**config.mk**
```make
export PLATFORM = sky130hd
export DESIGN_NAME = sdram_scanout
export DESIGN_NICKNAME = d
export VERILOG_FILES = /design/src/rtl/sdram_scanout.sv
export SDC_FILE = /design/constraint.sdc
export NUM_CORES = 1
export LEC_CHECK = 0
export BUFFER_PORTS_ARGS = -buffer_cell sky130_fd_sc_hd__buf_4
export CAP_MARGIN = 20
export CORE_ASPECT_RATIO = 0.7
export CORE_MARGIN = 4
export CORE_UTILIZATION = 45
export CTS_CLUSTER_SIZE = 14
export DETAILED_ROUTE_END_ITERATION = 7
export GPL_TIMING_DRIVEN = 0
export PLACE_DENSITY = 0.67
export SKIP_LAST_GASP = 1
export SLEW_MARGIN = 10
export SYNTH_ARGS = -nofsm -noshare
export SYNTH_HDL_FRONTEND = slang
export SYNTH_SLANG_ARGS = --single-unit
```
**constraint.sdc**
```tcl
create_clock -name CLK -period 3.7 [get_ports CLK]
set_input_delay 0.37 -clock CLK [delete_from_list [all_inputs] [get_ports CLK]]
set_output_delay 0.37 -clock CLK [all_outputs]
set_load 0.05 [all_outputs]
```
**src/rtl/sdram_scanout.sv**
```systemverilog
// Video scan-out stage: raster timing generator plus read-FIFO pacing for the
// SDRAM controller's read port, with prefill gating, underflow fill and frame skip.
module sdram_scanout #(
    parameter int unsigned H_ACTIVE    = 640,
    parameter int unsigned H_FP        = 16,
    parameter int unsigned H_SYNC      = 96,
    parameter int unsigned H_BP        = 48,
    parameter int unsigned V_ACTIVE    = 480,
    parameter int unsigned V_FP        = 10,
    parameter int unsigned V_SYNC      = 2,
    parameter int unsigned V_BP        = 33,
    parameter int unsigned DSIZE       = 16,
    parameter int unsigned PREFILL     = 256,
    parameter int unsigned LOAD_CYCLES = 4,
    parameter logic [DSIZE-1:0] UF_COLOR = '0
) (
    input  logic             CLK,
    input  logic             RESET_N,
    input  logic             ENABLE,
    input  logic             CLR_STATUS,
    input  logic [DSIZE-1:0] RD_DATA,
    input  logic             RD_EMPTY,
    input  logic [15:0]      RD_USE,
    output logic             RD,
    output logic             RD_LOAD,
    output logic             HS,
    output logic             VS,
    output logic             DE,
    output logic [DSIZE-1:0] PIX_DATA,
    output logic             FRAME_START,
    output logic             UNDERFLOW,
    output logic [7:0]       SKIP_CNT
);

    localparam int unsigned H_TOTAL = H_ACTIVE + H_FP + H_SYNC + H_BP;
    localparam int unsigned V_TOTAL = V_ACTIVE + V_FP + V_SYNC + V_BP;
    localparam int unsigned HW = $clog2(H_TOTAL);
    localparam int unsigned VW = $clog2(V_TOTAL);
    localparam int unsigned LW = $clog2(LOAD_CYCLES + 1);

    localparam logic [HW-1:0] H_LAST = HW'(H_TOTAL - 1);
    localparam logic [HW-1:0] H_ACT  = HW'(H_ACTIVE);
    localparam logic [HW-1:0] HS_BEG = HW'(H_ACTIVE + H_FP);
    localparam logic [HW-1:0] HS_END = HW'(H_ACTIVE + H_FP + H_SYNC);
    localparam logic [VW-1:0] V_LAST = VW'(V_TOTAL - 1);
    localparam logic [VW-1:0] V_ACT  = VW'(V_ACTIVE);
    localparam logic [VW-1:0] VS_BEG = VW'(V_ACTIVE + V_FP);
    localparam logic [VW-1:0] VS_END = VW'(V_ACTIVE + V_FP + V_SYNC);
    localparam logic [LW-1:0] L_LAST = LW'(LOAD_CYCLES - 1);

    typedef enum logic [1:0] {IDLE, LOAD, FILL, RUN} state_t;

    state_t          state, next_state;
    logic [HW-1:0]   h_cnt;
    logic [VW-1:0]   v_cnt;
    logic [LW-1:0]   load_cnt;
    logic            active, load_pt, start_pt, hs0, vs0;
    logic            empty_eff, de0, pop0, uf0, fs0, skip_inc;
    logic            de1, uf1, hs1, vs1, fs1, uf2;

    always_ff @(posedge CLK or negedge RESET_N) begin
        if (!RESET_N) begin
            h_cnt <= '0;
            v_cnt <= '0;
        end else if (h_cnt == H_LAST) begin
            h_cnt <= '0;
            v_cnt <= (v_cnt == V_LAST) ? '0 : v_cnt + 1'b1;
        end else begin
            h_cnt <= h_cnt + 1'b1;
        end
    end

    always_comb begin
        active   = (h_cnt < H_ACT) && (v_cnt < V_ACT);
        load_pt  = (h_cnt == '0) && (v_cnt == V_ACT);
        start_pt = (h_cnt == '0) && (v_cnt == '0);
        hs0      = !((h_cnt >= HS_BEG) && (h_cnt < HS_END));
        vs0      = !((v_cnt >= VS_BEG) && (v_cnt < VS_END));
    end

    // RD_EMPTY lags a pop by one cycle; a pop still in flight against the
    // last word already makes the FIFO empty for this pixel.
    assign empty_eff = RD_EMPTY || (RD && (RD_USE <= 16'd1));

    always_comb begin
        next_state = state;
        skip_inc   = 1'b0;
        if (!ENABLE) begin
            next_state = IDLE;
        end else begin
            case (state)
                IDLE: begin
                    if (load_pt) next_state = LOAD;
                    if (start_pt) skip_inc = 1'b1;
                end
                LOAD: begin
                    if (load_cnt == L_LAST) next_state = FILL;
                    if (start_pt) skip_inc = 1'b1;
                end
                FILL: begin
                    if (start_pt) begin
                        if (RD_USE >= 16'(PREFILL)) next_state = RUN;
                        else skip_inc = 1'b1;
                    end
                end
                RUN: begin
                    if (load_pt) next_state = LOAD;
                end
                default: next_state = IDLE;
            endcase
        end
    end

    // Decode from next_state so the pixel at the frame start point is popped
    // in the same cycle FILL hands over to RUN.
    always_comb begin
        de0  = (next_state == RUN) && active;
        pop0 = de0 && !empty_eff;
        uf0  = de0 && empty_eff;
        fs0  = de0 && start_pt;
    end

    always_ff @(posedge CLK or negedge RESET_N) begin
        if (!RESET_N) begin
            state    <= IDLE;
            load_cnt <= '0;
            RD_LOAD  <= 1'b0;
        end else begin
            state    <= next_state;
            load_cnt <= (state == LOAD) ? load_cnt + 1'b1 : '0;
            RD_LOAD  <= (next_state == LOAD);
        end
    end

    always_ff @(posedge CLK or negedge RESET_N) begin
        if (!RESET_N) begin
            RD          <= 1'b0;
            de1         <= 1'b0;
            uf1         <= 1'b0;
            hs1         <= 1'b1;
            vs1         <= 1'b1;
            fs1         <= 1'b0;
            DE          <= 1'b0;
            uf2         <= 1'b0;
            HS          <= 1'b1;
            VS          <= 1'b1;
            FRAME_START <= 1'b0;
        end else begin
            RD          <= pop0;
            de1         <= de0;
            uf1         <= uf0;
            hs1         <= hs0;
            vs1         <= vs0;
            fs1         <= fs0;
            DE          <= de1;
            uf2         <= uf1;
            HS          <= hs1;
            VS          <= vs1;
            FRAME_START <= fs1;
        end
    end

    always_ff @(posedge CLK or negedge RESET_N) begin
        if (!RESET_N) begin
            UNDERFLOW <= 1'b0;
            SKIP_CNT  <= '0;
        end else begin
            if (uf0) UNDERFLOW <= 1'b1;
            else if (CLR_STATUS) UNDERFLOW <= 1'b0;
            if (CLR_STATUS) SKIP_CNT <= {7'b0, skip_inc};
            else if (skip_inc && (SKIP_CNT != 8'hFF)) SKIP_CNT <= SKIP_CNT + 1'b1;
        end
    end

    // Pixel words arrive straight from the FIFO's registered q, which lines
    // up with the registered control beat two cycles after the counters.
    assign PIX_DATA = DE ? (uf2 ? UF_COLOR : RD_DATA) : '0;

endmodule

```
[Word-level counts from Yosys, hierarchy flattened]
Index checks and enable logic that the tools add are counted.
Cells by class
  eq/ne operators: 10
  reductions and logical operators: 22
  multiplexer cells: 20
  order comparisons: 8
  add/sub/neg operators: 4
Operators by type and width (count)
  16-bit two-way mux: 2
  10-bit by 1-bit adder with 10-bit output, second input constant: 2
  10-bit == test, second input constant: 2
  10-bit zero test: 2
  10-bit < comparator, second input constant: 2
  10-bit by 9-bit < comparator with 1-bit output, second input constant: 2
  10-bit two-way mux: 2
  16-bit by 9-bit greater-or-equal comparator with 1-bit output, second input constant: 1
  16-bit by 1-bit <= comparator with 1-bit output, second input constant: 1
  8-bit two-way mux: 2
  1-bit logical AND: 11
  10-bit by 9-bit == test with 1-bit output, second input constant: 1
  10-bit greater-or-equal comparator, second input constant: 1
  10-bit by 9-bit greater-or-equal comparator with 1-bit output, second input constant: 1
  2-bit two-way mux: 5
  8-bit by 1-bit adder with 8-bit output, second input constant: 1
  8-bit != test, second input constant: 1
  2-bit == test, second input constant: 3
  1-bit two-way mux: 6
  2-bit one-hot mux with 3 select lines: 1
  2-bit by 1-bit == test with 1-bit output, second input constant: 2
  2-bit nonzero test: 2
  2-bit OR reduction: 2
  3-bit by 1-bit adder with 3-bit output, second input constant: 1
  other kinds (6): 8
Storage, ports and cells
  output and inout bits: 31
  input port bits: 37
  register bits: 46
  word-level logic and storage cells: 82

[Longest topological paths before layout]
  word-level depth: 9
  depth in mapped cells: 8
  gate-level depth less buffers: 7

[Least setup slack after synthesis]
No wires, ideal clock.
  kind: reg-to-reg
  from: register v_cnt[6]
  to: register SKIP_CNT[4]
  required time: 3.623 ns
  slack: 1.119 ns
  cell stages (with the launch flop): 7
  clock period less this slack: 2.581 ns
  path buffers: 1
  data arrival time: 2.504 ns
  setup time: 0.077 ns
  path through: dfrtp_1 > or4_4 > or4_1 > or4b_1 > clkbuf_2 > or3_1 > a21oi_1
Between the ends
  word-level cells in the longest chain between the ends: 7
  elaborated cells on any way between the ends: 8
  classes of those cells: 4 x mux; 4 x reduce/logical
RTL lines
  start: declaration: line 55  | logic [VW-1:0] v_cnt;
  start signal: assignment: line 67  | v_cnt <= (v_cnt == V_LAST) ? '0 : v_cnt + 1'b1;
  10-bit zero test (*): line 76  | start_pt = (h_cnt == '0) && (v_cnt == '0);
  1-bit logical AND (*): line 76
  1-bit two-way mux, on equally long branches: line 101, 94, 98
  1-bit one-hot mux with 2 select lines (*): line 91  | case (state)
  1-bit two-way mux (*): line 88  | if (!ENABLE) begin
  1-bit logical AND (*): line 171  | else if (skip_inc && (SKIP_CNT != 8'hFF)) SKIP_CNT <= SKIP_CNT + 1'b1;
  2-bit nonzero test (no source line) (*)
  end signal: assignment: line 170  | if (CLR_STATUS) SKIP_CNT <= {7'b0, skip_inc};
  end signal: assignment: line 171
  end: declaration: line 32  | output logic [7:0] SKIP_CNT
Mark *: on every way between the ends. The rest lies on a longest branch, timed or not.
A chain may end at the register's enable or synchronous reset.

[Worst setup path after layout]
  from: register v_cnt[6]
  to: register SKIP_CNT[7]
The elaborated chain is that of the path after synthesis.

==> out/results.txt <==
Clock Pin Slew Worst Setup and Hold Paths = 0.08 ns
largest stage delay on the critical path = 0.56 ns
Data required, critical path = 3.92 ns
post-route DRC violation count = 0
post-synth top area share = 44.44%
FF-to-FF path depth = 6
CP Class = flip-flop to flip-flop
Die X = 94.65 um
Buf+Inv Stages, Crit Path = 1
Register Area = 1156 um^2
setup TNS = 0 ns
commonest non-fill, non-tap cell in the layout = buf_4
Buffers on Ports = 65
Post-synth EDFFs = 0
fraction of registers with async set/reset = 100.0%
DR vias/cell = 5.173
setup violators final = 0
Total Nets Final = 360
Max VDD drop = 0.2188 mV
H-tree lvl count = 2
Yosys Warn Count = 0
Crit path max-delay family = simple AND/OR/NAND/NOR gates
WP depth = 6
Synthesized Nets = 287
Clock Tree Buf Depth = 2
DR pass1 iterations = 4
Mapped Cells = 239
count of cell types in the netlist = 46
largest family of logic cells by synthesized area = simple AND/OR/NAND/NOR gates
Post-Route WL = 5217 um
Post-CTS Setup Bufs = 0
commonest register cell after synthesis = dfrtp_1
GR Overflow Total = 0
routability cong. = 0.7572
Final ANT Viol Nets = 0
largest net degree at the start of global routing = 47
multiplexer area fraction after synthesis = 0%
syn_area_per_cell = 9.894 um^2
Clk Latency, worst-skew pair = 0.29 ns
Worst setup SP type = flip-flop
Final Hold Viols = 0
Cell Chain, Critical Path = or4_4 -> or4_1 -> or4b_1 -> clkbuf_2 -> or3_1 -> a21oi_1
Clock Skews = 0.007068 ns
area of the multi-input gates = 1129 um^2
Slew Viols, Final = 0
Crit-path slowest cell = or4_4
P per Cell Area = 274.7 nW/um^2
hold_ws = 0.06162 ns
height of the die = 68.65 um
R2R Setup Slk = 0.95 ns
HPWL Detailed = 3984 um
Simple-Gate Fraction of Synth Area = 29.15%
Fmax = 0.3630 GHz
area share of fa/ha/maj cells after synthesis = 5.820%
RSZ-0062 raised after global routing = no
core area = 4940 um^2
leakage = 1.426 nW
fill count = 430
initial antenna violation count = 0
Rel. slew slack = 57.16%
complex-gate fraction of the synthesized area = 8.307%
share of cells above drive strength 1 = 27.24%
Post-CTS Hold Buffers = 0
vias in the first global route = 1779
period utilization = 74.44%
sequential cell area fraction in the yosys report = 48.89%
via count = 1971
Post-Synth XOR/XNOR Area = 4.444%
critical path endpoint category = flip-flop
most frequent cells in the layout = buf_4, dfrtp_1, and2_1, nand2_1
initial core utilization = 47.87%
Yosys reg bits = 46
CTS tree = done
clk root buf = clkbuf_8
Worst-Margin Slew = 0.6398 ns
Die ar. = 6497 um^2
CTS resizes = 0
Tmin final = 2.754 ns
cell area after synthesis = 2365 um^2
status = completed
I/O Pins = 68
first-pass GRT wire length = 8197 um
Synth area leaders = dfrtp_1, ha_1, and2_1, dfstp_2, xnor2_1
CTS sink count = 46
worst path arrival time = 2.98 ns
Synth area leader = dfrtp_1
DR iter-0 viols = 62
WL/cell = 13.69 um
Tot GR Track Use = 16.13%
# diodes = 0
HP Class = input pin to async pin
Crit Path Max Fanout = 9
# rows = 21
Area Overhead vs Synth = 27.88%
Num CTS Buffers = 5
Max-cap violations = 0
[worst paths after layout]
check / to / startpoint
max: SKIP_CNT[7] / v_cnt[6]
min: h_cnt[8] / RESET_N
max reg2reg: SKIP_CNT[7] / v_cnt[6]
min reg2reg: uf2 / uf1
max in group asynchronous: v_cnt[0] / RESET_N
min in group CLK: SKIP_CNT[5] / CLR_STATUS
[kinds of logic after synthesis]
logic type / Yosys count
adders and majority gates: 11
and+or+nand+nor: 118
buffers and inverters: 19
xor gates and xnor gates: 12
DFF: 46
AOI/OAI and AO/OA: 33
[report_power, final]
group / total, mW / internal [mW] / switching (mW)
sequential: 0.502 / 0.502 / 0.000000000000000153
combinational: 0.0411 / 0.0248 / 0.0164
clock: 0.287 / 0.130 / 0.158
[synth_stat cells (2+ instances only)]
master,number
and4_1,3
dfrtp_1,42
a21oi_1,9
inv_1,12
clkbuf_1,4
nor4_1,6
nand4_1,8
nor2b_1,4
o21ai_0,13
buf_4,2
nor3_1,9
and2_1,19
and3_1,6
nand2b_1,2
nand3_1,10
nor3b_1,3
or4_1,3
xor2_1,4
ha_1,11
nand2_1,14
xnor2_1,8
dfstp_2,4
or3_1,7
o211ai_1,2
nor2_1,13
[worst reg2reg max path, cell delays in order, from the launching register on]
cell	delay (ns)
dfrtp_1	0.44
or4_4	0.56
or4_1	0.47
or4b_1	0.51
clkbuf_2	0.19
or3_1	0.36
a21oi_1	0.16
[state kept, by name, indices dropped and copies added (netlist names)]
register     cells
RD_LOAD          1
v_cnt           10
uf2              1
uf1              1
SKIP_CNT         8
vs1              1
FRAME_START      1
de1              1
hs1              1
state            2
fs1              1
RD               1
UNDERFLOW        1
h_cnt           10
HS               1
VS               1
load_cnt         3
DE               1
[layer usage]
metal | track usage [%] | routed length [um]
met5 | 0 | 0
met4 | 3.777 | 28
met1 | 23.55 | 2647
met2 | 24.32 | 2274
met3 | 3.796 | 267
[cell type report]
type	count	area share, %
buffer	7	1.158
clock buffer	6	2.400
clock inverter	1	0.2482
inverter	12	1.489
multi-input combinational	174	37.32
sequential	46	38.23
tap	69	2.855
timing repair buffer	66	16.30
[metrics by stage]
stage | worst slack [ns] | instance area (um^2) | utilization, % | std cells | power (mW)
final | 0.9455 | 3024 | 61.22 | 381 | 0.8307
after CTS | 0.9035 | 3019 | 61.12 | 380 | 0.8427
after global placement | 1.003 | 2939 | 59.50 | 373 | 0.5539
after global routing | 0.8358 | 3024 | 61.22 | 381 | 0.8722
after floorplan | 1.119 | 2365 | - | 239 | 0.5169
after detailed placement | 0.9226 | 2939 | 59.50 | 373 | 0.5547
(Power assumes the default switching activity.)
